$ cat src/rtl/eeprom_master_if.sv
// Host handshake and I2C pin bundle for eeprom_master.
// The master modport is the initiator side; slave is the host/bus side.
interface eeprom_master_if;
  logic        req;
  logic        we;
  logic [12:0] addr;
  logic [7:0]  wdata;
  logic        busy;
  logic        done;
  logic [7:0]  rdata;
  logic        nack;
  logic        scl;
  logic        sda_o;
  logic        sda_i;

  modport master (
    input  req, we, addr, wdata, sda_i,
    output busy, done, rdata, nack, scl, sda_o
  );

  modport slave (
    output req, we, addr, wdata, sda_i,
    input  busy, done, rdata, nack, scl, sda_o
  );
endinterface

$ cat src/rtl/eeprom_master.sv
// I2C initiator for the 8 KiB serial EEPROM: single-byte random write / random read.
// Every bus primitive is four quarters of Q_CYCLES clocks; SCL/SDA come straight from flops.
module eeprom_master #(
  parameter int         Q_CYCLES = 8,
  parameter logic [6:0] DEV_ADDR = 7'h50
) (
  input  logic            clk,
  input  logic            reset,
  eeprom_master_if.master bus
);

  localparam int             QW     = (Q_CYCLES > 1) ? $clog2(Q_CYCLES) : 1;
  localparam logic [QW-1:0]  Q_LAST = QW'(Q_CYCLES - 1);

  typedef enum logic [2:0] {
    IDLE, START, TX_BYTE, RSTART, RX_BYTE, MNACK, STOP, DONE
  } state_t;

  state_t        state, state_n;
  logic [QW-1:0] qcnt, qcnt_n;
  logic [1:0]    quarter, quarter_n;
  logic [3:0]    bit_idx, bit_idx_n;
  logic [1:0]    byte_idx, byte_idx_n;
  logic [7:0]    tx_byte_n;
  logic          nack_set;

  logic          we_q;
  logic [12:0]   addr_q;
  logic [7:0]    wdata_q;
  logic          sync1, sync2, sampled;
  logic [7:0]    rx_sr, rdata_q;
  logic          nack_q;
  logic          scl_q, sda_q;

  logic accept, q_end, prim_end, sample_pt;

  assign accept    = (state == IDLE) && bus.req;
  assign q_end     = (qcnt == Q_LAST);
  assign prim_end  = q_end && (quarter == 2'd3);
  assign sample_pt = q_end && (quarter == 2'd2);

  // Pin levels for a given primitive/quarter; mid = quarters 1 and 2 (SCL high).
  function automatic logic [1:0] bus_drive(state_t s, logic [1:0] q, logic [3:0] b,
                                           logic [7:0] byte_v);
    logic       mid;
    logic [2:0] sel;
    mid = q[0] ^ q[1];
    sel = 3'd7 - b[2:0];
    case (s)
      START, RSTART:  bus_drive = {mid, ~q[1]};
      TX_BYTE:        bus_drive = {mid, (b == 4'd8) ? 1'b1 : byte_v[sel]};
      RX_BYTE, MNACK: bus_drive = {mid, 1'b1};
      STOP:           bus_drive = {q != 2'd0, q[1]};
      default:        bus_drive = 2'b11;
    endcase
  endfunction

  always_comb begin
    state_n    = state;
    bit_idx_n  = bit_idx;
    byte_idx_n = byte_idx;
    nack_set   = 1'b0;
    case (state)
      IDLE: if (bus.req) begin
        state_n    = START;
        bit_idx_n  = '0;
        byte_idx_n = '0;
      end
      START:  if (prim_end) state_n = TX_BYTE;
      TX_BYTE: if (prim_end) begin
        if (bit_idx != 4'd8) begin
          bit_idx_n = bit_idx + 4'd1;
        end else begin
          bit_idx_n = '0;
          if (sampled) begin
            nack_set = 1'b1;
            state_n  = STOP;
          end else if (byte_idx == 2'd3) begin
            state_n = we_q ? STOP : RX_BYTE;
          end else if ((byte_idx == 2'd2) && !we_q) begin
            state_n    = RSTART;
            byte_idx_n = 2'd3;
          end else begin
            byte_idx_n = byte_idx + 2'd1;
          end
        end
      end
      RSTART: if (prim_end) state_n = TX_BYTE;
      RX_BYTE: if (prim_end) begin
        if (bit_idx == 4'd7) begin
          bit_idx_n = '0;
          state_n   = MNACK;
        end else begin
          bit_idx_n = bit_idx + 4'd1;
        end
      end
      MNACK:   if (prim_end) state_n = STOP;
      STOP:    if (prim_end) state_n = DONE;
      DONE:    state_n = IDLE;
      default: state_n = IDLE;
    endcase
  end

  always_comb begin
    qcnt_n    = qcnt;
    quarter_n = quarter;
    if ((state == IDLE) || (state == DONE)) begin
      qcnt_n    = '0;
      quarter_n = '0;
    end else if (q_end) begin
      qcnt_n    = '0;
      quarter_n = quarter + 2'd1;
    end else begin
      qcnt_n = qcnt + QW'(1);
    end
  end

  // Byte index 3 is the data byte on a write and the read control byte after RSTART.
  always_comb begin
    case (byte_idx_n)
      2'd0:    tx_byte_n = {DEV_ADDR, 1'b0};
      2'd1:    tx_byte_n = {3'b000, addr_q[12:8]};
      2'd2:    tx_byte_n = addr_q[7:0];
      default: tx_byte_n = we_q ? wdata_q : {DEV_ADDR, 1'b1};
    endcase
  end

  // Pins are registered from next-state values so each edge moves at most one wire.
  always_ff @(posedge clk or posedge reset) begin
    if (reset) begin
      state    <= IDLE;
      qcnt     <= '0;
      quarter  <= '0;
      bit_idx  <= '0;
      byte_idx <= '0;
      scl_q    <= 1'b1;
      sda_q    <= 1'b1;
    end else begin
      state          <= state_n;
      qcnt           <= qcnt_n;
      quarter        <= quarter_n;
      bit_idx        <= bit_idx_n;
      byte_idx       <= byte_idx_n;
      {scl_q, sda_q} <= bus_drive(state_n, quarter_n, bit_idx_n, tx_byte_n);
    end
  end

  always_ff @(posedge clk or posedge reset) begin
    if (reset) begin
      we_q    <= 1'b0;
      addr_q  <= '0;
      wdata_q <= '0;
      sync1   <= 1'b1;
      sync2   <= 1'b1;
      sampled <= 1'b1;
      rx_sr   <= '0;
      rdata_q <= '0;
      nack_q  <= 1'b0;
    end else begin
      sync1 <= bus.sda_i;
      sync2 <= sync1;
      if (accept) begin
        we_q    <= bus.we;
        addr_q  <= bus.addr;
        wdata_q <= bus.wdata;
        nack_q  <= 1'b0;
      end else if (nack_set) begin
        nack_q <= 1'b1;
      end
      if (sample_pt) begin
        sampled <= sync2;
        if (state == RX_BYTE) rx_sr <= {rx_sr[6:0], sync2};
      end
      if ((state == STOP) && prim_end && !nack_q && !we_q) rdata_q <= rx_sr;
    end
  end

  assign bus.busy  = (state != IDLE) && (state != DONE);
  assign bus.done  = (state == DONE);
  assign bus.rdata = rdata_q;
  assign bus.nack  = nack_q;
  assign bus.scl   = scl_q;
  assign bus.sda_o = sda_q;

endmodule

$ cat src/flat_wrapper.sv
// flat-port wrapper written by rule: the top's interface ports become plain ports
module eeprom_master_flat 
#(
  parameter int         Q_CYCLES = 8,
  parameter logic [6:0] DEV_ADDR = 7'h50
)
  (clk, reset, bus_req, bus_we, bus_addr, bus_wdata, bus_sda_i, bus_busy, bus_done, bus_rdata, bus_nack, bus_scl, bus_sda_o);
  eeprom_master_if bus_i ();
  input  logic clk;
  input  logic reset;
  input wire logic [$bits(bus_i.req)-1:0] bus_req;
  input wire logic [$bits(bus_i.we)-1:0] bus_we;
  input wire logic [$bits(bus_i.addr)-1:0] bus_addr;
  input wire logic [$bits(bus_i.wdata)-1:0] bus_wdata;
  input wire logic [$bits(bus_i.sda_i)-1:0] bus_sda_i;
  output wire logic [$bits(bus_i.busy)-1:0] bus_busy;
  output wire logic [$bits(bus_i.done)-1:0] bus_done;
  output wire logic [$bits(bus_i.rdata)-1:0] bus_rdata;
  output wire logic [$bits(bus_i.nack)-1:0] bus_nack;
  output wire logic [$bits(bus_i.scl)-1:0] bus_scl;
  output wire logic [$bits(bus_i.sda_o)-1:0] bus_sda_o;
  assign bus_i.req = bus_req;
  assign bus_i.we = bus_we;
  assign bus_i.addr = bus_addr;
  assign bus_i.wdata = bus_wdata;
  assign bus_i.sda_i = bus_sda_i;
  assign bus_busy = bus_i.busy;
  assign bus_done = bus_i.done;
  assign bus_rdata = bus_i.rdata;
  assign bus_nack = bus_i.nack;
  assign bus_scl = bus_i.scl;
  assign bus_sda_o = bus_i.sda_o;
  eeprom_master #(.Q_CYCLES(Q_CYCLES), .DEV_ADDR(DEV_ADDR)) u_core (.clk(clk), .reset(reset), .bus(bus_i));
endmodule
$ cat config.mk
export PLATFORM = sky130hd
export DESIGN_NAME = eeprom_master_flat
export DESIGN_NICKNAME = d
export VERILOG_FILES = /design/src/rtl/eeprom_master_if.sv /design/src/rtl/eeprom_master.sv /design/src/flat_wrapper.sv
export SDC_FILE = /design/constraint.sdc
export NUM_CORES = 1
export LEC_CHECK = 0
export CORE_MARGIN = 2
export CORE_UTILIZATION = 30
export DETAILED_ROUTE_END_ITERATION = 8
export GPL_TIMING_DRIVEN = 0
export PLACE_DENSITY_LB_ADDON = 0.05
export RECOVER_POWER = 100
export SYNTH_ARGS = -nofsm -noshare
export SYNTH_HDL_FRONTEND = slang
export SYNTH_SLANG_ARGS = --single-unit
$ cat constraint.sdc
create_clock -name clk -period 2.4 [get_ports clk]
set_clock_uncertainty 0.15 [all_clocks]
set_input_delay 0.72 -clock clk [delete_from_list [all_inputs] [get_ports clk]]
set_output_delay 0.72 -clock clk [all_outputs]
set_load 0.005 [all_outputs]
; Word level (Yosys, flattened, before mapping)
; Cells that the tools add are included.
[word_totals]
output_inout_bits = 13
register_bits = 58
[classes]
reduce_logical = 20
bitwise_logic = 2
n_lt_le_gt_ge = 1
n_eq_ne = 24
muxes = 42
addsub = 5
[ops]
columns = operator, count
row1 = 2-to-1 mux 3 bit, 13
row2 = "equality test 3 bit, second input constant", 8
row3 = case mux 8 bit (3 select lines), 1
row4 = case mux 3 bit (7 select lines), 1
row5 = 2-to-1 mux 4 bit, 5
row6 = 2-to-1 mux 2 bit, 9
row7 = "equality test 3 x 2 -> 1 bit, second input constant", 4
row8 = case mux 4 bit (3 select lines), 1
row9 = "equality test 2 bit, second input constant", 5
row10 = logical AND 1 bit, 8
row11 = 2-to-1 mux 1 bit, 8
row12 = 2-to-1 mux 8 bit, 1
row13 = case mux 2 bit (4 select lines), 1
row14 = "equality test 3 x 1 -> 1 bit, second input constant", 2
row15 = OR reduction 2 bit, 3
row16 = "adder 2 x 1 -> 2 bit, second input constant", 2
row17 = "adder 4 x 1 -> 4 bit, second input constant", 1
row18 = "equality test 4 x 3 -> 1 bit, second input constant", 1
row19 = "equality test 4 bit, second input constant", 1
row20 = "< comparator 3 x 4 -> 1 bit, second input constant", 1
row21 = "inequality test 4 bit, second input constant", 1
row22 = case mux 2 bit (2 select lines), 1
row23 = nonzero test 2 bit, 2
row24 = "adder 3 x 1 -> 3 bit, second input constant", 1
row25 = 12 further kinds, 13

; Logic depth before layout (Yosys ltp)
[logic_depth]
word_depth = 14
ltp_mapped = 11

; Worst setup path after synthesis
; OpenSTA, ideal clock, no wires.
[synth_path]
path_kind = input -> register
start = input port bus_req
end = register u_core.sda_q, in the netlist u_core.bus.sda_o
path_stages = 8
required_time_ps = 2164
setup_slack_ps = -198
t_arrival_ps = 2362
cell_sequence = or4b_4 > buf_6 > nand2_4 > nor4_1 > or4_1 > a21oi_1 > a311oi_1 > o31ai_2
[synth_between]
elab_chain_cells = 8
[synth_rtl]
columns = element, line
row1 = "start, declared", flat_wrapper.sv:11  ; input wire logic [$bits(bus_i.req)-1:0] bus_req;
row2 = "parallel branches: the longest is 7 deep, another holds subtractor 3 bit", n/a
row3 = case mux 2 bit (4 select lines) *, eeprom_master.sv:49  ; case (s)
row4 = "end signal, assigned", eeprom_master.sv:144  ; {scl_q, sda_q} <= bus_drive(state_n, quarter_n, bit_idx_n, tx_byte_n);
row5 = "end, declared", eeprom_master.sv:33  ; logic scl_q, sda_q;
; Every way passes the cells marked *. The select of a mux whose other input is x is not followed.
; A chain may end at the register's enable or synchronous reset.

; Worst setup path in the final report
[layout_path]
start = register u_core.qcnt[0]
end = register u_core.sda_q, in the netlist u_core.bus.sda_o
[layout_between]
elab_chain_cells = 10
[layout_rtl]
columns = element, line
row1 = "start, declared", eeprom_master.sv:20  ; logic [QW-1:0] qcnt, qcnt_n;
row2 = "start signal, assigned", eeprom_master.sv:140  ; qcnt <= qcnt_n;
row3 = equality test 3 bit *, eeprom_master.sv:38  ; assign q_end = (qcnt == Q_LAST);
row4 = "parallel branches: the longest is 8 deep, another holds subtractor 3 bit", n/a
row5 = case mux 2 bit (4 select lines) *, eeprom_master.sv:49
; Marked as above.

==> results.ini <==
[outcome]
status = complete, but fails checks
violations = setup timing

[cts]
cts_root_buf = clkbuf_8
cts-root-to-sink-buffers = 2
clk_latency_ps = 340
clkTransAtPathRegs_ps = 70
cts_htree_levels = 3
cts_sinks = 58
cts_tree = yes
cts_hold_buf = 0
numCtsBuffers = 9

[layout]
syn_to_final_growth_pct = 32.4
layout.cells.non_filler = 521
fillers = 1051
mostFrequentLayoutCells = nand2_1, dfrtp_1, clkdlybuf4s50_1
n_antenna_cell = 0
mostFrequentLayoutCell = nand2_1
drive_gt1_frac = 0.229
layout.nets = 413

[sta]
rsz0062_at_grt = yes
fin_crit_ps = 2680
slew_viol_final = 0
setup_slack_ps = -281
finalSetupViolations = 3
finalCritPeriodShare = 1.12
worst_pin_slew_ps = 882
max_freq_mhz = 373
slew_headroom = 0.412
hold_viol = 0
fin_hold_ws_ps = 211

[drt]
highest_layer = met4
wl_met3_um = 274
postRouteAntennaNets = 0
avgViaCountPerCell = 5.00
dr_wl_met2_mm = 3.65
drcViolationCount = 0
vias = 2604
wl_met1_mm = 4.05
dr.pass1.iters = 4
wl_per_cell_um = 15.5
wirelength_mm = 8.08
drtIter0Drc = 158

[global_route]
grt_pass1_vias = 2643
grt_max_degree = 38
track_usage = 0.156
grt_pass1_wl_mm = 13.7
antenna_found_initial = 0
gr-total-overflow = 0

[placement]
hpwlAfterDp_mm = 5.77
place_ws_ps = -1030
dp.cells = 499
place_congestion = 0.807
portBuffers = 38

[power_and_ir_drop]
finalPower_mw = 2.16
p_per_area_nw_per_um2 = 527
max-vdd-ir-drop_mv = 0.392
p_leak_nw = 1.86

[die]
die_h_um = 106
initial_core_util = 0.304
die-area_um2 = 11200
die_w_um = 106
core-area_um2 = 10200
ioPinCount = 39
rows = 37

[setup_path]
start_kind = register
worstPathCellList = ha_2 -> ha_4 -> nand4b_1 -> buf_6 -> or3_4 -> buf_8 -> a221o_1 -> a31oi_2 -> a31o_2 -> o211ai_1 -> o31ai_2
crit_path_max_fanout = 5
regToRegSetupSlack_ps = -280
end_kind = register
crit_type = reg2reg
required_ps = 2510
crit_buf_inv = 2
critPathMaxStageDelay_ps = 360
cp_top_family = compound AO/OA/AOI/OAI gates
crit_path_top_delay_cell = dfrtp_1
crit_arrival_ps = 2790

[synthesis]
yosysSeqAreaShare = 0.470
netlist_area_um2 = 3100
ys_warn_count = 0
avgSynthCellArea_um2 = 9.57
synth_top_flop_cell = dfrtp_1
synth_edf_count = 0
ys_types = 62
synth_seq_cells = 58
async_flop_share = 1.00
synth_nets = 357
postSynthCellCount = 324

[worst_hold_path]
hold_class = reg2reg

[run]
max_cap_viol_count = 0

metal layers:
layer / up-vias / global-route usage
li1: 1275 / -
met4: 0 / 0.0489
met3: 10 / 0.0371
met5: - / 0
met1: 1269 / 0.228
met2: 50 / 0.226
through the flow:
step,util,cell area [µm²],TNS (ps)
final,0.403,4100,-480
after global routing,0.403,4100,-2070
after CTS,0.400,4080,-443
after detailed placement,0.360,3670,-19540
after global placement,0.358,3650,-82780
after floorplan,-,3100,-112
area by class of cell:
cell class / count / area (µm²) / share of cell area
plain buffers: 19 / 140 / 0.0341
flip-flops and latches: 58 / 1460 / 0.356
clock buffers: 10 / 138 / 0.0335
repair buffers: 47 / 472 / 0.115
multi-input cells: 230 / 1580 / 0.384
clock inverters: 6 / 90.1 / 0.0220
inverters: 15 / 58.8 / 0.0143
well taps: 136 / 170 / 0.0415
worst paths after layout:
kind                                start               end  cells after the start
max                        u_core.qcnt[0]  u_core.bus.sda_o                     11
min                          u_core.sync1      u_core.sync2                      0
max reg2reg                u_core.qcnt[0]  u_core.bus.sda_o                     11
min reg2reg                  u_core.sync1      u_core.sync2                      0
max in group asynchronous           reset    u_core.sampled                      3
min in group asynchronous           reset    u_core.qcnt[2]                      2
worst reg2reg max path, stage by stage (launching register included):
cell and delay [ps]:
dfrtp_1 360, ha_2 190, ha_4 150, nand4b_1 120, buf_6 150, or3_4 360
buf_8 150, a221o_1 340, a31oi_2 150, a31o_2 120, o211ai_1 100, o31ai_2 260
flip-flops by register name, indices dropped and copies added, names as in the netlist:
name              flops
u_core.addr_q        13
u_core.bit_idx        4
u_core.bus.nack       1
u_core.bus.rdata      8
u_core.bus.scl        1
u_core.bus.sda_o      1
u_core.byte_idx       2
u_core.qcnt           3
u_core.quarter        2
u_core.rx_sr          8
u_core.sampled        1
u_core.state          3
u_core.sync1          1
u_core.sync2          1
u_core.wdata_q        8
u_core.we_q           1
cells in the mapped netlist, types with 2 or more instances:
library cell	instances	share of area
a31oi_1	3	0.0061
a211oi_1	4	0.0097
mux2_2	17	0.062
buf_2	4	0.0065
a22oi_1	2	0.0048
a2111o_1	3	0.011
a21oi_1	7	0.011
o2111ai_1	2	0.0057
nor2_1	15	0.018
nor4b_1	3	0.0085
mux2i_1	2	0.0065
buf_6	3	0.011
buf_1	4	0.0048
o31ai_1	2	0.0048
clkbuf_1	10	0.012
o221ai_1	4	0.011
nand2_1	82	0.099
xor2_1	2	0.0057
nand4_1	2	0.0040
nand4b_1	5	0.014
dfrtp_1	53	0.43
nor3_1	8	0.013
nand3_1	5	0.0081
o21ai_0	6	0.0097
nor3b_1	2	0.0048
nor4_1	3	0.0061
o211ai_1	3	0.0073
dfstp_2	5	0.042
and2_1	3	0.0061
inv_1	15	0.018
a311oi_1	3	0.0085
o22ai_1	2	0.0040
or3_1	4	0.0081
ha_1	7	0.028
a2111oi_0	2	0.0057
where the power goes:
group          switching (mW)  internal [mW]  total [mW]
sequential             0.0162           1.00        1.02
combinational          0.0536         0.0593       0.113
clock                   0.415          0.614        1.03
total                   0.484           1.68        2.16
cell families after synthesis:
kind of cell,Yosys count,share of synthesized area
AND/OR/NAND/NOR,141,0.222
AO/OA/AOI/OAI,60,0.150
flip-flops,58,0.470
buffers and inverters,36,0.0525
multiplexers,19,0.0682
adder cells (fa/ha/maj),7,0.0283
XOR/XNOR,3,0.00848
what timing repair did:
action / in CTS / in global routing
endpoints found under the setup margin: 25 / 18
gates cloned: 1 / 0
endpoints found under the hold margin: 0 / 0
setup buffers: 5 / 2
pin swaps: 11 / 9
resized for setup: 39 / 17
No activity file was read; power rests on OpenSTA's default activity.
